==> config.mk <==
export PLATFORM = sky130hd
export DESIGN_NAME = gf64_pow_seq_flat
export DESIGN_NICKNAME = d
export VERILOG_FILES = /design/src/rtl/gf64_pow_seq_if.sv /design/src/rtl/gf64_pow_seq.sv /design/src/flat_wrapper.sv
export SDC_FILE = /design/constraint.sdc
export NUM_CORES = 1
export LEC_CHECK = 0
export CAP_MARGIN = 20
export CORE_ASPECT_RATIO = 0.7
export CORE_MARGIN = 4
export CORE_UTILIZATION = 35
export CTS_CLUSTER_SIZE = 25
export DETAILED_ROUTE_END_ITERATION = 6
export MAX_ROUTING_LAYER = met4
export PLACE_DENSITY = 0.61
export SYNTH_ARGS = -nofsm -noshare
export SYNTH_HDL_FRONTEND = slang
export SYNTH_SLANG_ARGS = --single-unit
export TNS_END_PERCENT = 5
==> constraint.sdc <==
create_clock -name clk -period 4.8 [get_ports clk]
set_clock_uncertainty 0.05 [all_clocks]
set_input_delay 0.48 -clock clk [delete_from_list [all_inputs] [get_ports clk]]
set_output_delay 0.48 -clock clk [all_outputs]
set_load 0.02 [all_outputs]
==> src/rtl/gf64_pow_seq_if.sv <==
// Request/response handshake bundle for the GF(2^6) power sequencer.
// master = requester/consumer side, slave = sequencer side.
interface gf64_pow_seq_if #(
    parameter int EXP_W = 6
);
    logic             in_valid;
    logic             in_ready;
    logic [5:0]       in_base;
    logic [EXP_W-1:0] in_exp;
    logic             out_valid;
    logic             out_ready;
    logic [5:0]       out_result;
    logic             busy;

    modport master (
        output in_valid, in_base, in_exp, out_ready,
        input  in_ready, out_valid, out_result, busy
    );

    modport slave (
        input  in_valid, in_base, in_exp, out_ready,
        output in_ready, out_valid, out_result, busy
    );
endinterface

==> src/rtl/gf64_pow_seq.sv <==
// GF(2^6) exponentiation base^exp by left-to-right square-and-multiply,
// one shared combinational field multiplier, one multiply per clock.
module gf64_pow_seq #(
    parameter int         EXP_W   = 6,
    parameter logic [5:0] POLY_LO = 6'h03
) (
    input  logic          clk,
    input  logic          rst_n,
    gf64_pow_seq_if.slave bus
);
    localparam int IDX_W = (EXP_W > 1) ? $clog2(EXP_W) : 1;
    localparam logic [IDX_W-1:0] IDX_LAST = IDX_W'(EXP_W - 1);

    typedef enum logic [1:0] {IDLE, SQR, MUL, DONE} state_t;

    state_t           state;
    logic [5:0]       acc;
    logic [5:0]       base_q;
    logic [EXP_W-1:0] exp_q;
    logic [IDX_W-1:0] idx;
    logic             in_ready_q;
    logic             out_valid_q;
    logic             busy_q;
    logic [5:0]       result_q;
    logic [5:0]       mul_b;
    logic [5:0]       prod;

    // Carry-less product, then fold x^10..x^6 back down using x^6 = POLY_LO.
    function automatic logic [5:0] gf_mul(input logic [5:0] a, input logic [5:0] b);
        logic [10:0] p;
        p = '0;
        for (int i = 0; i < 6; i++)
            if (b[i]) p = p ^ (11'(a) << i);
        for (int k = 10; k >= 6; k--)
            if (p[k]) begin
                p[k] = 1'b0;
                p    = p ^ (11'(POLY_LO) << (k - 6));
            end
        return p[5:0];
    endfunction

    assign mul_b = (state == MUL) ? base_q : acc;
    assign prod  = gf_mul(acc, mul_b);

    always_ff @(posedge clk) begin
        if (!rst_n) begin
            state       <= IDLE;
            acc         <= '0;
            base_q      <= '0;
            exp_q       <= '0;
            idx         <= IDX_LAST;
            in_ready_q  <= 1'b1;
            out_valid_q <= 1'b0;
            busy_q      <= 1'b0;
            result_q    <= '0;
        end else begin
            case (state)
                IDLE: begin
                    if (bus.in_valid && in_ready_q) begin
                        base_q     <= bus.in_base;
                        exp_q      <= bus.in_exp;
                        acc        <= 6'h01;
                        idx        <= IDX_LAST;
                        in_ready_q <= 1'b0;
                        busy_q     <= 1'b1;
                        state      <= SQR;
                    end
                end
                SQR: begin
                    acc <= prod;
                    if (exp_q[idx]) begin
                        state <= MUL;
                    end else if (idx == '0) begin
                        result_q    <= prod;
                        out_valid_q <= 1'b1;
                        state       <= DONE;
                    end else begin
                        idx <= idx - 1'b1;
                    end
                end
                MUL: begin
                    acc <= prod;
                    if (idx == '0) begin
                        result_q    <= prod;
                        out_valid_q <= 1'b1;
                        state       <= DONE;
                    end else begin
                        idx   <= idx - 1'b1;
                        state <= SQR;
                    end
                end
                DONE: begin
                    // Result register is left as-is after the handshake.
                    if (bus.out_ready) begin
                        out_valid_q <= 1'b0;
                        busy_q      <= 1'b0;
                        in_ready_q  <= 1'b1;
                        state       <= IDLE;
                    end
                end
                default: state <= IDLE;
            endcase
        end
    end

    assign bus.in_ready   = in_ready_q;
    assign bus.out_valid  = out_valid_q;
    assign bus.out_result = result_q;
    assign bus.busy       = busy_q;
endmodule

==> src/flat_wrapper.sv <==
// flat-port wrapper written by rule: the top's interface ports become plain ports
module gf64_pow_seq_flat 
#(
    parameter int         EXP_W   = 6,
    parameter logic [5:0] POLY_LO = 6'h03
)
  (clk, rst_n, bus_in_valid, bus_in_base, bus_in_exp, bus_out_ready, bus_in_ready, bus_out_valid, bus_out_result, bus_busy);
  gf64_pow_seq_if #(.EXP_W(EXP_W)) bus_i ();
  input  logic clk;
  input  logic rst_n;
  input wire logic [$bits(bus_i.in_valid)-1:0] bus_in_valid;
  input wire logic [$bits(bus_i.in_base)-1:0] bus_in_base;
  input wire logic [$bits(bus_i.in_exp)-1:0] bus_in_exp;
  input wire logic [$bits(bus_i.out_ready)-1:0] bus_out_ready;
  output wire logic [$bits(bus_i.in_ready)-1:0] bus_in_ready;
  output wire logic [$bits(bus_i.out_valid)-1:0] bus_out_valid;
  output wire logic [$bits(bus_i.out_result)-1:0] bus_out_result;
  output wire logic [$bits(bus_i.busy)-1:0] bus_busy;
  assign bus_i.in_valid = bus_in_valid;
  assign bus_i.in_base = bus_in_base;
  assign bus_i.in_exp = bus_in_exp;
  assign bus_i.out_ready = bus_out_ready;
  assign bus_in_ready = bus_i.in_ready;
  assign bus_out_valid = bus_i.out_valid;
  assign bus_out_result = bus_i.out_result;
  assign bus_busy = bus_i.busy;
  gf64_pow_seq #(.EXP_W(EXP_W), .POLY_LO(POLY_LO)) u_core (.clk(clk), .rst_n(rst_n), .bus(bus_i));
endmodule
==> impl_metrics.py <==
metrics = {
    "routing": {
        "drt_pass1_iterations": 4,
        "drtAntennaViolNets": 0,
        "via_count": 1921,
        "routed_via_density": 5.19,
        "first_iter_violations": 140,
        "drt-wirelength-per-cell_um": 14.6,
        "postRouteWirelength_um": 5410,
        "drc_errors": 0,
    },
    "die": {
        "start_util_pct": 37.3,
        "dieArea_um2": 7640,
        "io_pins": 25,
        "fp.dieH_um": 74.3,
        "rows": 23,
        "die_width_um": 103,
        "core_area_um2": 5900,
    },
    "run_status": {
        "outcome": "finished clean",
    },
    "worst_hold_path": {
        "hold_path_class": "register to register",
    },
    "timing": {
        "grt_setup_unrepaired": "false",
        "tns_ns": 0,
        "fmax_mhz": 325,
        "tightest_slew_ns": 0.756,
        "slew_viol_final": 0,
        "setup_viol": 0,
        "hold_viol": 0,
        "max-slew-margin-rel_pct": 49.6,
        "layout_min_cycle_time_ns": 3.08,
        "finalCritPeriodShare_pct": 64.1,
    },
    "setup_path": {
        "cp-endpoint": "u_core.bus.out_result[1]$_SDFFE_PN0P_",
        "crit_buf_inv": 1,
        "path_delay_family": "XOR/XNOR gates",
        "slowest_delay_ns": 0.67,
        "worst-path-max-fanout": 22,
        "worst-r2r-setup-slack_ns": 1.72,
        "path_cells": "inv_1 > ha_1 > mux2_2 > nand2_1 > xor2_1 > xnor3_1 > xor3_1 > a211oi_2",
        "critPathKind": "register to register",
        "cp.required_ns": 4.96,
        "arrival_ns": 3.24,
        "end_kind": "register",
        "reg2reg_depth": 8,
        "cp.depth": 8,
        "worstReg2RegStart": "u_core.state[0]$_SDFFE_PN0P_",
        "r2r-end": "u_core.bus.out_result[1]$_SDFFE_PN0P_",
        "cp_slowest_cell": "ha_1",
        "crit_path_start_kind": "register",
        "cp-startpoint": "u_core.state[0]$_SDFFE_PN0P_",
    },
    "placement": {
        "place_area_um2": 2450,
        "gp_congestion": 0.880,
        "dp_hpwl_um": 3950,
        "io_buffers": 24,
    },
    "clock_tree": {
        "cts.sinks": 32,
        "worstSkewPairLatency_ns": 0.29,
        "ctsResizeCount": 0,
        "htreeDepth": 2,
        "cts_tree": "yes",
        "cts_hold_buf": 0,
        "clk_path_buf_depth": 2,
        "cts_setup_buffers": 0,
        "cts_root_buf": "clkbuf_8",
        "cts.clk_slew.worst_paths_ns": 0.07,
        "cts_buffers": 5,
    },
    "finish": {
        "layout.nets": 317,
        "drive_gt1_share_pct": 7.46,
        "syn2layout_area_growth_pct": 15.8,
        "num_antenna_cells": 0,
        "design_area_um2": 2550,
        "nFillCells": 583,
    },
    "logic_synthesis": {
        "yosys_warnings": 0,
        "syn_inst": 278,
        "synth_commonest_cells": "nand2_1, a21oi_1, dfxtp_1",
        "yosysMostFrequentCell": "nand2_1",
        "synth_top_cell_by_area": "dfxtp_1",
        "syn_area_um2": 2200,
        "synth.distinct_cells": 50,
        "ys.flop_type": "dfxtp_1",
        "synthesis.nets": 301,
        "netlist.area_leader.share_pct": 29.1,
        "synth_edf_count": 0,
        "ys_top_cells_by_area": "dfxtp_1, nand2_1, a21oi_1",
        "ys_ff_latch": 32,
        "ys_seq_area_share_pct": 29.1,
        "avgSynthCellArea_um2": 7.92,
        "postSynth.asyncResetShare_pct": 0,
    },
    "global_route": {
        "antenna_found_initial": 0,
        "grt_pass1_wl_um": 9250,
        "grt_pass1_vias": 1863,
        "grt_overflow": 0,
        "track_usage_pct": 16.1,
        "grt_max_degree": 23,
    },
    "pwr": {
        "p_per_area_nw_per_um2": 363,
        "peakVddDrop_mv": 0.325,
        "p_leak_nw": 0.895,
        "finalPower_mw": 0.924,
    },
    "flow_run": {
        "drv_cap": 0,
    },
}
metal layers:
metal | GRT usage, % | vias to the layer above | wire length, um
li1 | - | 983 | -
met1 | 24.9 | 873 | 2910
met2 | 20.7 | 60 | 2040
met3 | 4.22 | 5 | 413
met4 | 3.02 | 0 | 45
met5 | - | - | 0
worst min path at each step:
stage | endpoint | cells after the start | slack (ns) | startpoint
6_report | u_core.exp_q[2]$_SDFFE_PN0P_ | 2 | 0.41 | u_core.exp_q[2]$_SDFFE_PN0P_
5_1_grt | u_core.exp_q[3]$_SDFFE_PN0P_ | 2 | 0.43 | u_core.exp_q[3]$_SDFFE_PN0P_
4_1_cts | u_core.exp_q[4]$_SDFFE_PN0P_ | 2 | 0.41 | u_core.exp_q[4]$_SDFFE_PN0P_
3_5_place_dp | u_core.exp_q[4]$_SDFFE_PN0P_ | 2 | 0.40 | u_core.exp_q[4]$_SDFFE_PN0P_
3_3_place_gp | u_core.exp_q[3]$_SDFFE_PN0P_ | 2 | 0.39 | u_core.exp_q[3]$_SDFFE_PN0P_
2_1_floorplan | u_core.exp_q[3]$_SDFFE_PN0P_ | 2 | 0.38 | u_core.exp_q[3]$_SDFFE_PN0P_
power breakdown:
part | internal (mW) | switching [mW] | total [mW] | leakage, nW
combinational | 0.146 | 0.205 | 0.351 | 0.590
sequential | 0.302 | 0.0489 | 0.351 | 0.260
clock | 0.117 | 0.106 | 0.222 | 0.0445
cell type report:
cell class,count,area (um^2),area share [%]
tap,75,93.8,3.68
clock inverter,1,7.51,0.295
inverter,11,41.3,1.62
timing repair buffer,24,240,9.43
sequential,32,641,25.1
clock buffer,7,86.3,3.39
multi-input combinational,220,1440,56.5
state kept, by name, summed over array words and instances, names as in the netlist:
name	flops
u_core.base_q	6
u_core.bus.out_result	6
u_core.bus.in_ready	1
u_core.acc	6
u_core.state	2
u_core.exp_q	6
u_core.bus.busy	1
u_core.idx	3
u_core.bus.out_valid	1
worst min-delay path, delay by kind of cell, from the launching register on:
kind	cells	cell delay (ns)
AO/OA/AOI/OAI	1	0.05
flip-flops	1	0.31
AND/OR/NAND/NOR	1	0.05
placed cells by master (no fill, tap or decap), drive strengths merged, types with 4 or more instances in the layout:
cell           instances
nand3                  6
xor2                   6
clkdlybuf4s50         24
a21oi                 34
o21ai                 18
nand2b                10
nand2                 64
inv                   10
xnor2                 11
a211oi                 4
nor2                  13
clkbuf                 7
ha                     7
dfxtp                 32
mux2                   6
nor2b                  4
cells by family (layout without fill, tap and decap cells):
group	Yosys count	count (layout)	synth area share, %
buf+inv	26	43	5.51
fa+ha+maj	7	7	3.98
compound gates	75	75	21.0
xor+xnor	23	23	13.9
simple gates	108	108	22.2
flops	32	32	29.1
mux	7	7	4.26
per-stage QoR:
step	instances	hold slack [ns]	util, %	setup slack [ns]
after detailed placement	362	0.401	41.6	1.75
after CTS	370	0.412	43.2	1.73
after floorplan	278	0.383	-	2.34
final	370	0.409	43.2	1.72
after global placement	362	0.394	41.6	1.85
after global routing	370	0.429	43.2	1.50
(Power assumes the default switching activity.)
